## src/rtl/boot_seq_pkg.sv

```systemverilog
// boot_seq_pkg: shared service-message types, FSM states and message builders for boot_sequencer.
package boot_seq_pkg;
  localparam int TILE_COUNT = 4;
  localparam int THREAD_NUMB = 4;
  localparam int ADDRESS_WIDTH = 32;
  localparam int TILE_IDX_W = TILE_COUNT > 1 ? $clog2(TILE_COUNT) : 1;
  localparam int THREAD_ID_W = THREAD_NUMB > 1 ? $clog2(THREAD_NUMB) : 1;
  typedef logic [ADDRESS_WIDTH-1:0] address_t;
  typedef logic [TILE_COUNT-1:0] tile_mask_t;
  typedef logic [THREAD_NUMB-1:0] thread_mask_t;
  typedef logic [THREAD_ID_W-1:0] thread_id_t;
  typedef enum logic [2:0] {IDLE, SCAN, BOOT, ENABLE, FINISH} boot_seq_state_t;
  typedef enum logic [1:0] {SVC_NONE, HOST, DEVICE} service_type_t;
  typedef enum logic [1:0] {HM_NONE, BOOT_COMMAND, ENABLE_THREAD} host_message_code_t;
  typedef struct packed {
    host_message_code_t message;
    logic               hi_job_valid;
    address_t           hi_job_pc;
    thread_id_t         hi_job_thread_id;
    thread_mask_t       hi_thread_en;
  } host_message_t;
  typedef struct packed {
    service_type_t message_type;
    host_message_t data;
  } service_message_t;
  function automatic service_message_t boot_msg(address_t pc, thread_id_t tid);
    boot_msg = '0;
    boot_msg.message_type = HOST;
    boot_msg.data.message = BOOT_COMMAND;
    boot_msg.data.hi_job_valid = 1'b1;
    boot_msg.data.hi_job_pc = pc;
    boot_msg.data.hi_job_thread_id = tid;
  endfunction
  function automatic service_message_t enable_msg(thread_mask_t mask);
    enable_msg = '0;
    enable_msg.message_type = HOST;
    enable_msg.data.message = ENABLE_THREAD;
    enable_msg.data.hi_thread_en = mask;
  endfunction
endpackage

```

## src/rtl/boot_seq_priority_sel.sv

```systemverilog
// boot_seq_priority_sel: lowest-set-bit finder returning a one-hot and its index.
module boot_seq_priority_sel #(
  parameter int W = 4,
  localparam int IW = W > 1 ? $clog2(W) : 1
) (
  input  logic [W-1:0]  mask,
  output logic [W-1:0]  onehot,
  output logic [IW-1:0] idx
);
  assign onehot = mask & (~mask + W'(1));
  always_comb begin
    idx = '0;
    for (int i = W - 1; i >= 0; i--)
      if (mask[i]) idx = IW'(i);
  end
endmodule

```

## src/rtl/boot_sequencer.sv

```systemverilog
// boot_sequencer: walks selected tiles, sending BOOT_COMMAND per thread then ENABLE_THREAD per tile.
// Define BOOT_SEQ_BROADCAST_EN to multicast one message set to all selected tiles.
module boot_sequencer
  import boot_seq_pkg::*;
#(
  parameter address_t PC_STRIDE = '0
) (
  input  logic             clk,
  input  logic             reset,
  input  logic             start,
  input  address_t         base_pc,
  input  tile_mask_t       tile_sel,
  input  thread_mask_t     thread_sel,
  input  logic             network_available,
  output service_message_t message_out,
  output logic             message_out_valid,
  output tile_mask_t       destination_valid,
  output logic             busy,
  output logic             done
);
  boot_seq_state_t state;
  address_t base_q;
  thread_mask_t thread_q, thr_rem, thr_oh;
  tile_mask_t tile_pend, tile_oh, tile_left, dest_q;
  logic [TILE_IDX_W-1:0] tile_idx;
  thread_id_t thr_idx;
  service_message_t next_boot;
  logic sent;
  boot_seq_priority_sel #(.W(TILE_COUNT)) u_tile_sel (.mask(tile_pend), .onehot(tile_oh), .idx(tile_idx));
  boot_seq_priority_sel #(.W(THREAD_NUMB)) u_thread_sel (.mask(thr_rem), .onehot(thr_oh), .idx(thr_idx));
  assign next_boot = boot_msg(base_q + address_t'(thr_idx) * PC_STRIDE, thr_idx);
  assign tile_left = tile_pend & ~(tile_mask_t'(1) << tile_idx);
  assign sent = (state == BOOT || state == ENABLE) && network_available;
  assign message_out_valid = sent;
  assign destination_valid = sent ? dest_q : '0;
  // thr_rem holds threads whose BOOT_COMMAND has not yet been loaded into message_out
  always_ff @(posedge clk or posedge reset) begin
    if (reset) begin
      state <= IDLE;
      base_q <= '0;
      thread_q <= '0;
      thr_rem <= '0;
      tile_pend <= '0;
      dest_q <= '0;
      message_out <= '0;
      busy <= 1'b0;
      done <= 1'b0;
    end else begin
      done <= 1'b0;
      case (state)
        IDLE: if (start && !done) begin
          base_q <= base_pc;
          thread_q <= thread_sel;
          thr_rem <= thread_sel;
          tile_pend <= tile_sel;
          busy <= 1'b1;
          state <= (tile_sel == '0 || thread_sel == '0) ? FINISH : SCAN;
        end
        SCAN: begin
`ifdef BOOT_SEQ_BROADCAST_EN
          dest_q <= tile_pend;
`else
          dest_q <= tile_oh;
`endif
          message_out <= next_boot;
          thr_rem <= thr_rem & ~thr_oh;
          state <= BOOT;
        end
        BOOT: if (network_available) begin
          message_out <= thr_rem != '0 ? next_boot : enable_msg(thread_q);
          thr_rem <= thr_rem & ~thr_oh;
          state <= thr_rem != '0 ? BOOT : ENABLE;
        end
        ENABLE: if (network_available) begin
          thr_rem <= thread_q;
`ifdef BOOT_SEQ_BROADCAST_EN
          tile_pend <= '0;
          state <= FINISH;
`else
          tile_pend <= tile_left;
          state <= tile_left != '0 ? SCAN : FINISH;
`endif
        end
        FINISH: begin
          done <= 1'b1;
          busy <= 1'b0;
          state <= IDLE;
        end
        default: state <= IDLE;
      endcase
    end
  end
endmodule

```

## config.mk

```make
export PLATFORM = sky130hd
export DESIGN_NAME = boot_sequencer
export DESIGN_NICKNAME = d
export VERILOG_FILES = /design/src/rtl/boot_seq_pkg.sv /design/src/rtl/boot_seq_priority_sel.sv /design/src/rtl/boot_sequencer.sv
export SDC_FILE = /design/constraint.sdc
export NUM_CORES = 1
export LEC_CHECK = 0
export CORE_ASPECT_RATIO = 2
export CORE_UTILIZATION = 45
export DETAILED_ROUTE_END_ITERATION = 12
export GPL_ROUTABILITY_DRIVEN = 0
export MAX_ROUTING_LAYER = met4
export PLACE_DENSITY = 0.74
export SYNTH_ARGS = -nofsm -noshare
export SYNTH_HDL_FRONTEND = slang
export SYNTH_SLANG_ARGS = --single-unit
```

## constraint.sdc

```tcl
create_clock -name clk -period 9.6 [get_ports clk]
set_input_delay 1.92 -clock clk [delete_from_list [all_inputs] [get_ports clk]]
set_output_delay 1.92 -clock clk [all_outputs]
set_load 0.05 [all_outputs]
```

; ---- Word-level counts from Yosys, hierarchy flattened
; Cells that the tools add are included.
[op_classes]
add_sub_neg = 2
n_eq_ne = 7
shifts = 1
n_mux = 29
n_bitwise = 8
n_reduce_logical = 20
[ops]
columns = cell, count
row1 = 43-bit case mux with 2 select lines, 1
row2 = 43-bit 2-to-1 mux, 1
row3 = 41-bit 2-to-1 mux, 1
row4 = 4-bit 2-to-1 mux, 6
row5 = 4-bit AND, 4
row6 = 2-bit 2-to-1 mux, 8
row7 = 4-bit NOT, 4
row8 = 4-bit case mux with 4 select lines, 1
row9 = 3-bit 2-to-1 mux, 5
row10 = 3-bit case mux with 4 select lines, 1
row11 = 4-bit nonzero test, 3
row12 = 4-bit by 1-bit adder with 4-bit output (second input constant), 2
row13 = 4-bit zero test, 2
row14 = 4-bit case mux with 2 select lines, 1
row15 = 3-bit by 2-bit == test with 1-bit output (second input constant), 2
row16 = 2-bit != test (second input constant), 3
row17 = 2-bit AND reduction, 3
row18 = 3-bit AND reduction, 2
row19 = 2-bit nonzero test, 3
row20 = 4-bit AND reduction, 1
row21 = 1-bit by 2-bit left shift with 4-bit output (first input constant), 1
row22 = 3-bit by 1-bit == test with 1-bit output (second input constant), 1
row23 = 3-bit == test (second input constant), 1
row24 = 3-bit zero test, 1
row25 = 5 further kinds, 9
[totals]
register_bits = 96
out_inout_bits = 50

; ---- Depth between registers and ports, before layout
; Gate-level depths: netlist (run 1).
[logic_depth]
depth_word = 11
depth_mapped = 7
mapped_depth_nobuf = 4

; ---- Cells and area by module
; A second synthesis (run 1) with hierarchy kept.
[hier_totals]
cells_unflattened = 287
area_unflattened_um2 = 4086.4
[modules_own_cells]
columns = module, n_inst, cells_each, area_per_inst_um2, seq_area_each_um2
row1 = boot_sequencer, 1, 269, 3948.8, 2352.3
row2 = boot_seq_priority_sel, 2, 9, 68.8, 0.0

; ---- Least setup slack after synthesis (run 1)
; OpenSTA, ideal clock, no wires.
[synth_path]
path_kind = input to output
startpoint = in network_available
endpoint = out destination_valid[0]
t_arrival_ns = 3.826
required_ns = 7.680
path_slack_ns = 3.854
path_stages = 3
path_cell_list = inv_1 nor3b_1 and2_1
[synth_between]
elab_chain_cells = 2
[synth_rtl]
columns = element, line
row1 = from (decl), boot_sequencer.sv:14  ; input logic network_available,
row2 = 1-bit logical AND, boot_sequencer.sv:33  ; assign sent = (state == BOOT || state == ENABLE) && network_available;
row3 = named net message_out_valid, boot_sequencer.sv:16  ; output logic message_out_valid,
row4 = 4-bit 2-to-1 mux, boot_sequencer.sv:35  ; assign destination_valid = sent ? dest_q : '0;
row5 = to (decl), boot_sequencer.sv:17  ; output tile_mask_t destination_valid,
; The timed path passes the listed nets, and every way through them passes these cells.

; ---- Worst setup path after layout (run 1)
[layout_path]
startpoint = in network_available
endpoint = out destination_valid[0]
[layout_between]
elab_chain_cells = 2
[layout_rtl]
columns = element, line
row1 = 1-bit logical AND, boot_sequencer.sv:33
row2 = 4-bit 2-to-1 mux, boot_sequencer.sv:35
; No other way between the ends.

==> results by group, run 1 <==
Run status
  – Result of the run: finished, final reports clean

Yosys
  – Post-synthesis sequential area ratio: 62.90%
  – Top cell type's share of synthesized area: 62.90%
  – Post-synth EDFFs: 0
  – Post-Syn Area: 3740 um^2
  – Post-synth top flop: dfrtp_1
  – Register bit total from synthesis: 94
  – Main combinational cell family by area after synthesis: simple AND/OR/NAND/NOR gates
  – Compound-gate portion of the synthesized area: 14.75%
  – Synth area leader: dfrtp_1
  – Number of distinct library cells after synthesis: 37
  – Largest cells by area after synthesis: dfrtp_1 (63%), nand2_1 (12%), a22o_1 (9.8%)
  – Ys Warns: 0
  – Mux cell area share after synthesis: 0.3011%
  – Syn_nets: 397
  – Gate Count Post-Synth: 353
  – Synth Area in Simple Gates: 17.83%
  – Synth Area in XOR/XNOR: 0.2342%
  – Adder-Cell Fraction of Synth Area: 0.2676%
  – Avg Inst Size Synth: 10.59 um^2
  – Ys async rst share: 100.0%

Clock network
  – Clk Latency, worst-skew pair: 340 ps
  – Post-CTS Setup Repair Bufs: 0
  – Post-CTS Hold Buffers: 0
  – Total CTS buffers: 9
  – CTS H-tree depth: 3
  – Post-cts sizing count: 0
  – CTS tree: done
  – Clk buf depth: 2
  – Root Buffer: clkbuf_16
  – Clock Sinks: 94
  – CTS clk-pin slew, worst paths: 60 ps

Timing
  – Setup-failing EPs final: 0
  – Max Slew Vio Count: 0
  – Final Skew: 5.404 ps
  – Tmin final: 5940 ps
  – Worst-Margin Slew: 888.0 ps
  – RSZ-0062 raised after global routing: no
  – Fin. Hold Viols: 0
  – Post-route setup TNS: 0 ps
  – Slew margin rel.: 40.80%
  – Setup ws final: 3660 ps
  – Final Cycle Share: 61.88%
  – Fmax: 0.1683 GHz
  – Min Hold Slack: 463.0 ps

Final layout
  – Nets: 482
  – Ant diodes: 0
  – Fill count: 663
  – Ratio of cells with drive above 1 in the final layout: 5.896%
  – Area delta synth->final: 33.39%
  – Final instance area: 4989 um^2
  – Final core occ: 62.36%
  – Non-filler cells in the finished layout: 537

Global routing
  – First-pass GRT wire length: 13.97 mm
  – Initial antenna violation count: 0
  – Remaining global-route overflow: 0
  – Number of global-route vias before repair: 2914
  – Global-route usage over all layers: 22.95%
  – Largest net degree at the start of global routing: 73

Floorplanning
  – Core Area: 8000 um^2
  – Total die area: 8701 um^2
  – Chip width: 66.46 um
  – Row count: 46
  – IO Pins: 94
  – Initial Util: 46.75%
  – Die H: 130.9 um

Worst setup path
  – Crit Path Max Fanout: 5
  – CP Capture Type: output pin
  – CP Launch Type: input port
  – Worst reg2reg path startpoint: state[1]
  – Kind of critical path: input port to output pin
  – FF-to-FF path depth: 5
  – CP Data Arrival Time: 4020 ps
  – WP data required: 7680 ps
  – R2R setup slack: 7670 ps
  – R2r endpoint: message_out[0]

Routing
  – Initial drt markers: 200
  – Vias per inst: 5.346
  – Via count: 2871
  – Wire length per cell: 16.20 um
  – 1st-pass router iterations: 4
  – DRC Markers: 0
  – Final antenna-violating net count: 0
  – Routed wire length: 8.702 mm

Flow run
  – Max-Cap Viols: 0

Pwr
  – Sw Pwr: 762.7 uW
  – Int Power: 1.054 mW
  – Part of the power in registers: 36.9%
  – Pleak: 2.362 nW
  – Cell Pwr Density: 364.1 nW/um^2
  – VDD IR max: 0.2116 mV
  – Power share of the clock group: 18.4%
  – Switching share of power: 41.98%
  – Final Power: 1.817 mW
  – Comb pwr share: 44.7%

Place
  – Placement Cell Area: 4717 um^2
  – Dpl ws: 3591 ps
  – Placed insts: 523
  – Post-DP HPWL: 5.849 mm
  – Buffers on Ports: 92

Worst hold path
  – Hold Crit Class: register to register
  – Worst Hold Path EP: message_out[41]
  – Hold_sp: message_out[41]
  – Hold Path Cell Cnt: 1
[layer usage]
layer  vias to the layer above  global-route usage, %  wire length, um
met5                         -                      -                0
met4                         0                  12.27              338
met2                        85                  39.08             4831
met3                        22                  5.208              289
met1                      1404                  24.17             3242
li1                       1360                      -                -
[worst max-delay path by stage]
stage / startpoint / end
detailed placement: network_available / destination_valid[1]
floorplan: network_available / destination_valid[0]
CTS: network_available / destination_valid[0]
global placement: network_available / destination_valid[1]
global route: network_available / destination_valid[0]
finish: network_available / destination_valid[0]
[cells by family (layout without fill, tap and decap cells)]
| family | Yosys count | count (layout) |
|---|---|---|
| other | 1 | 1 |
| xor gates and xnor gates | 1 | 1 |
| buffers and inverters | 30 | 118 |
| AOI/OAI and AO/OA | 72 | 72 |
| muxes | 1 | 1 |
| DFF | 94 | 94 |
| and+or+nand+nor | 153 | 153 |
| adders and majority gates | 1 | 1 |
[flip-flops by register name, summed over array words and instances, names as in the netlist]
signal / cells
thr_rem: 4
dest_q: 4
state: 3
busy: 1
thread_q: 4
base_q: 32
message_out: 41
done: 1
tile_pend: 4
[cell usage in the layout, fill, tap and decap left out, types with 2 or more instances in the layout]
cell type and count:
a21oi_1 4, a22o_1 42, a22oi_1 4, and2_1 5, buf_4 5, clkbuf_1 3, clkbuf_16 9, clkdlybuf4s50_1 92
clkinv_2 2, dfrtp_1 94, inv_1 6, nand2_1 118, nand2b_1 5, nand3b_1 2, nor2_1 5, nor3_1 2
nor3b_1 2, nor4_1 2, o21ai_0 12, o21ai_1 2, o31ai_1 2, or2_2 3, or4_1 2
[worst max-delay path: stages]
cell and delay, ps:
clkdlybuf4s50_1 550, inv_1 80, nor3b_1 480, and2_1 200, clkdlybuf4s50_1 790
[power by group through the flow]
| stage | combinational, mW | sequential, mW | clock, mW |
|---|---|---|---|
| finish | 0.812 | 0.670 | 0.334 |
| global route | 0.875 | 0.690 | 0.358 |
| CTS | 0.824 | 0.669 | 0.341 |
| detailed placement | 0.819 | 0.675 | 0 |
| global placement | 0.802 | 0.667 | 0 |
| floorplan | 0.379 | 0.854 | 0 |
[Yosys cell counts, drive strengths merged (4+ instances only)]
library cell,instances
a22o,42
a22oi,4
nor2,6
and2,5
buf,12
o21ai,14
dfrtp,94
inv,7
clkbuf,11
a21oi,5
nand2b,5
nand2,118
[final cells by class]
type / count / area, um^2 / share of cell area (%)
Clock buffer: 12 / 236.5 / 4.740
Clock inverter: 2 / 35.03 / 0.7023
Inverter: 7 / 27.53 / 0.5518
Multi-Input combinational cell: 229 / 1259 / 25.23
Sequential cell: 94 / 2352 / 47.15
Tap cell: 96 / 120.1 / 2.408
Timing Repair Buffer: 97 / 958.4 / 19.21
No activity file was read; power rests on OpenSTA's default activity.
==> inputs of run 2 (changes only) <==
--- a/config.mk
+++ b/config.mk
@@ -6,11 +6,11 @@
 export NUM_CORES = 1
 export LEC_CHECK = 0
 export CORE_ASPECT_RATIO = 2
-export CORE_UTILIZATION = 45
+export CORE_UTILIZATION = 44
 export DETAILED_ROUTE_END_ITERATION = 12
 export GPL_ROUTABILITY_DRIVEN = 0
 export MAX_ROUTING_LAYER = met4
-export PLACE_DENSITY = 0.74
+export PLACE_DENSITY = 0.76
 export SYNTH_ARGS = -nofsm -noshare
 export SYNTH_HDL_FRONTEND = slang
 export SYNTH_SLANG_ARGS = --single-unit
==> constraint.sdc (replaced) <==
create_clock -name clk -period 4.8 [get_ports clk]
set_input_delay 0.96 -clock clk [delete_from_list [all_inputs] [get_ports clk]]
set_output_delay 0.96 -clock clk [all_outputs]
set_load 0.05 [all_outputs]
==> run 2 against run 1 <==
Effect of this change:
- hold slack better by 11 ps
- global-route usage down 0.83 points
- total power up 110%
- count of clock-buffer cells in the layout down 2
- combinational power up 98%
- largest power group unchanged
==> results by group, run 2 (same netlist as run 1, synthesis figures left out) <==
Run status
  – Result of the run: finished, final reports clean

Final layout
  – Area of the multi-input gates: 1259 um^2
  – Top flop regs: message_out (41), base_q (32)
  – Reg with most FFs: message_out
  – Commonest non-fill, non-tap cells in the layout: nand2_1 (118), dfrtp_1 (94), clkdlybuf4s50_1 (92)
  – Fill count: 689
  – Ratio of cells with drive above 1 in the final layout: 6.982%
  – Max FFs per register: 41
  – Nets: 483
  – Most common cell after layout, fill and taps aside: nand2_1
  – Area delta synth->final: 35.46%
  – Sequential cell area: 2352 um^2
  – Ant diodes: 0

Global routing
  – Initial antenna violation count: 0
  – Global-route usage over all layers: 22.12%
  – Remaining global-route overflow: 0
  – Number of global-route vias before repair: 3006
  – Largest net degree at the start of global routing: 53
  – First-pass GRT wire length: 14.08 mm

Worst setup path
  – WP data required: 3840 ps
  – CP Data Arrival Time: 3090 ps
  – Crit Path Max Fanout: 5
  – Kind of critical path: input port to output pin
  – CP Launch Type: input port
  – R2R setup slack: 2740 ps
  – CP Capture Type: output pin

Floorplanning
  – Row count: 47
  – IO Pins: 94
  – Initial Util: 45.43%
  – Die H: 132.4 um
  – Core Area: 8233 um^2
  – Chip width: 67.19 um
  – Total die area: 8895 um^2

Place
  – Buffers on Ports: 92
  – Post-DP HPWL: 5.773 mm
  – Dpl ws: 675.6 ps

Clock network
  – Post-CTS Hold Buffers: 0
  – CTS tree: done
  – Root Buffer: clkbuf_16
  – Clk Latency, worst-skew pair: 340 ps
  – Clk buf depth: 2
  – Total CTS buffers: 9
  – Post-cts sizing count: 0
  – Clock Sinks: 94
  – CTS clk-pin slew, worst paths: 60 ps
  – Post-CTS Setup Repair Bufs: 0
  – CTS H-tree depth: 3

Routing
  – Routed wire length: 8.339 mm
  – Initial drt markers: 176
  – DRC Markers: 0
  – Via count: 2808
  – Wire length per cell: 15.39 um
  – Final antenna-violating net count: 0
  – 1st-pass router iterations: 4
  – Vias per inst: 5.181

Pwr
  – Pleak: 2.393 nW
  – VDD IR max: 0.4269 mV
  – Cell Pwr Density: 737.7 nW/um^2

Timing
  – Worst-Margin Slew: 875.3 ps
  – Post-route setup TNS: 0 ps
  – Setup-failing EPs final: 0
  – Fmax: 0.2469 GHz
  – Max Slew Vio Count: 0
  – Min Hold Slack: 473.5 ps
  – Final Skew: 7.483 ps
  – Setup ws final: 750.4 ps
  – Fin. Hold Viols: 0
  – Tmin final: 4050 ps
  – RSZ-0062 raised after global routing: no
  – Final Cycle Share: 84.37%
  – Slew margin rel.: 41.58%

Worst hold path
  – Hold Crit Class: register to register

Flow run
  – Max-Cap Viols: 0
run 2: area by class of cell:
cell class              instances  share of cell area, %
clock buffers                  10                  4.520
clock inverters                 6                  2.173
inverters                       7                 0.5433
multi-input cells             229                  24.85
flip-flops and latches         94                  46.43
well taps                      98                  2.420
repair buffers                 98                  19.07
run 2: through the flow:
step | cells | power (mW) | area (um^2) | util, %
after global routing | 542 | 3.972 | 5066 | 61.54
after floorplan | 353 | 2.465 | 3740 | -
after detailed placement | 526 | 2.974 | 4727 | 57.42
after global placement | 526 | 2.933 | 4727 | 57.42
final | 542 | 3.737 | 5066 | 61.54
after CTS | 542 | 3.780 | 5066 | 61.54
run 2: critical path, cell delays in order:
cell	delay [ps]
clkdlybuf4s50_1	570
inv_1	80
nor3b_1	480
and2_1	200
clkdlybuf4s50_1	790
run 2: layer usage:
metal	track usage, %	vias to the layer above	wire [um]
met5	-	-	0
met4	12.88	0	248
met3	4.239	18	196
met2	35.89	62	4642
met1	24.27	1368	3252
li1	-	1360	-
run 2: path summary, 6_finish.rpt:
kind,cells past startpoint,start,end
max in group asynchronous,3,reset,base_q[21]
setup / recovery,5,network_available,destination_valid[0]
min in group asynchronous,2,reset,base_q[10]
hold / removal,2,message_out[4],message_out[4]
hold reg to reg,2,message_out[4],message_out[4]
setup reg to reg,4,state[1],message_out[27]
run 2: power by group:
part	switching [mW]	internal, mW
sequential	0.217	1.12
combinational	1.02	0.595
clock	0.286	0.508
==> inputs of run 3 (changes only) <==
--- a/config.mk
+++ b/config.mk
@@ -6,11 +6,11 @@
 export NUM_CORES = 1
 export LEC_CHECK = 0
 export CORE_ASPECT_RATIO = 2
-export CORE_UTILIZATION = 44
+export CORE_UTILIZATION = 45
 export DETAILED_ROUTE_END_ITERATION = 12
 export GPL_ROUTABILITY_DRIVEN = 0
 export MAX_ROUTING_LAYER = met4
-export PLACE_DENSITY = 0.76
+export PLACE_DENSITY = 0.74
 export SYNTH_ARGS = -nofsm -noshare
 export SYNTH_HDL_FRONTEND = slang
 export SYNTH_SLANG_ARGS = --single-unit
==> constraint.sdc (replaced) <==
create_clock -name clk -period 4 [get_ports clk]
set_input_delay 0.8 -clock clk [delete_from_list [all_inputs] [get_ports clk]]
set_output_delay 0.8 -clock clk [all_outputs]
set_load 0.05 [all_outputs]
==> run 3 against run 2 <==
Effect of this change:
- count of clock-buffer cells in the layout up 3
- non-clock buffer count unchanged
- combinational power increased by 20%
- clock skew barely moved
- register-to-register slack worse by 760 ps
- largest power group unchanged
==> results by group, run 3 (same netlist as run 1, synthesis figures left out) <==
Floorplanning
  – Core Area: 8000 um^2
  – Total die area: 8701 um^2
  – Row count: 46
  – Die H: 130.9 um
  – IO Pins: 94
  – Initial Util: 46.75%
  – Chip width: 66.46 um

Worst hold path
  – Worst Hold Path EP: message_out[41]
  – Hold_sp: message_out[41]
  – Hold Path Cell Cnt: 1
  – Hold Crit Class: register to register

Worst setup path
  – Worst path top cell family by delay: buffers and inverters
  – CP Capture Type: output pin
  – Slowest CP cell: clkdlybuf4s50_1
  – R2r endpoint: message_out[16]
  – CP bufs+invs: 4
  – Worst reg2reg path startpoint: state[1]
  – CP Launch Type: input port
  – Most used cell, CP: clkdlybuf4s50_1
  – Crit Path Max Fanout: 5
  – FF-to-FF path depth: 4
  – CP Data Arrival Time: 2570 ps
  – R2R setup slack: 1980 ps
  – WP data required: 3200 ps
  – Crit-path cells: clkdlybuf4s50_1 > inv_1 > nor3b_1 > buf_4 > clkdlybuf4s50_1
  – Largest stage delay, worst path: 790 ps
  – Kind of critical path: input port to output pin

Final layout
  – Most common cell after layout, fill and taps aside: nand2_1
  – Reg with most FFs: message_out
  – Area delta synth->final: 34.49%
  – Fill count: 673
  – Area of the multi-input gates: 1259 um^2
  – Final core occ: 62.87%
  – Ant diodes: 0
  – Commonest non-fill, non-tap cells in the layout: nand2_1 (118), dfrtp_1 (94), clkdlybuf4s50_1 (88)
  – Nets: 483
  – Sequential cell area: 2352 um^2
  – Ratio of cells with drive above 1 in the final layout: 7.658%
  – Max FFs per register: 41
  – Top flop regs: message_out (41), base_q (32)

Routing
  – 1st-pass router iterations: 4
  – Initial drt markers: 187
  – Vias per inst: 5.244
  – Routed wire length: 8.396 mm
  – Final antenna-violating net count: 0
  – Via count: 2832
  – DRC Markers: 0
  – Wire length per cell: 15.55 um

Flow run
  – Max-Cap Viols: 0

Timing
  – Tmin final: 3370 ps
  – Worst-Margin Slew: 863.0 ps
  – Max Slew Vio Count: 0
  – Post-route setup TNS: 0 ps
  – Setup-failing EPs final: 0
  – Slew margin rel.: 42.40%
  – RSZ-0062 raised after global routing: no
  – Fin. Hold Viols: 0
  – Final Skew: 7.577 ps
  – Final Cycle Share: 84.24%
  – Fmax: 0.2968 GHz

Pwr
  – Pleak: 2.393 nW
  – VDD IR max: 0.5412 mV
  – Cell Pwr Density: 874.1 nW/um^2

Place
  – Post-DP HPWL: 5.808 mm
  – Buffers on Ports: 92

Clock network
  – Root Buffer: clkbuf_16
  – Post-cts sizing count: 0
  – CTS tree: done
  – CTS H-tree depth: 3
  – Clk Latency, worst-skew pair: 340 ps
  – CTS clk-pin slew, worst paths: 60 ps
  – Clock Sinks: 94
  – Total CTS buffers: 9
  – Post-CTS Hold Buffers: 0
  – Clk buf depth: 2
  – Post-CTS Setup Repair Bufs: 0

Global routing
  – Number of global-route vias before repair: 2810
  – Global-route usage over all layers: 22.48%
  – Initial antenna violation count: 0
  – Remaining global-route overflow: 0
  – Largest net degree at the start of global routing: 51
  – First-pass GRT wire length: 13.66 mm

Run status
  – Result of the run: finished, final reports clean
-- run 3: routing by layer --
metal | global-route usage [%] | routed length [um]
met2 | 37.88 | 4663
met3 | 3.125 | 206
met4 | 13.39 | 307
met5 | - | 0
met1 | 24.74 | 3219
-- run 3: area by class of cell --
class | instances | area share [%]
clock inverters | 3 | 0.8458
well taps | 96 | 2.388
repair buffers | 98 | 19.25
inverters | 7 | 0.5473
clock buffers | 13 | 5.174
multi-input cells | 229 | 25.02
flip-flops and latches | 94 | 46.77
-- run 3: metrics by stage --
step / cell area (um^2) / total power [mW] / cells / hold WS, ps / setup slack, ps
2_1_floorplan: 3740 / 2.958 / 353 / 440.2 / 493.9
3_3_place_gp: 4727 / 3.519 / 524 / 449.5 / 618.1
3_5_place_dp: 4727 / 3.576 / 524 / 455.8 / 633.7
4_1_cts: 5030 / 4.439 / 540 / 471.3 / 619.9
5_1_grt: 5030 / 4.667 / 540 / 488.6 / 516.9
6_report: 5030 / 4.397 / 540 / 466.8 / 630.3
-- run 3: power by group --
part | internal [mW] | total, mW | leakage (nW) | switching [mW]
Sequential | 1.34 | 1.60 | 1.20 | 0.265
Clock | 0.518 | 0.856 | 0.146 | 0.338
Combinational | 0.716 | 1.94 | 1.05 | 1.22
Total | 2.57 | 4.40 | 2.39 | 1.82
-- run 3: worst max-delay path by stage --
stage                           start              endpoint  slack [ps]  depth (start not counted)
floorplan           network_available  destination_valid[0]         490                          3
global placement    network_available     message_out_valid         620                          5
detailed placement  network_available     message_out_valid         630                          5
CTS                 network_available     message_out_valid         620                          5
global route        network_available     message_out_valid         520                          5
finish              network_available     message_out_valid         630                          5
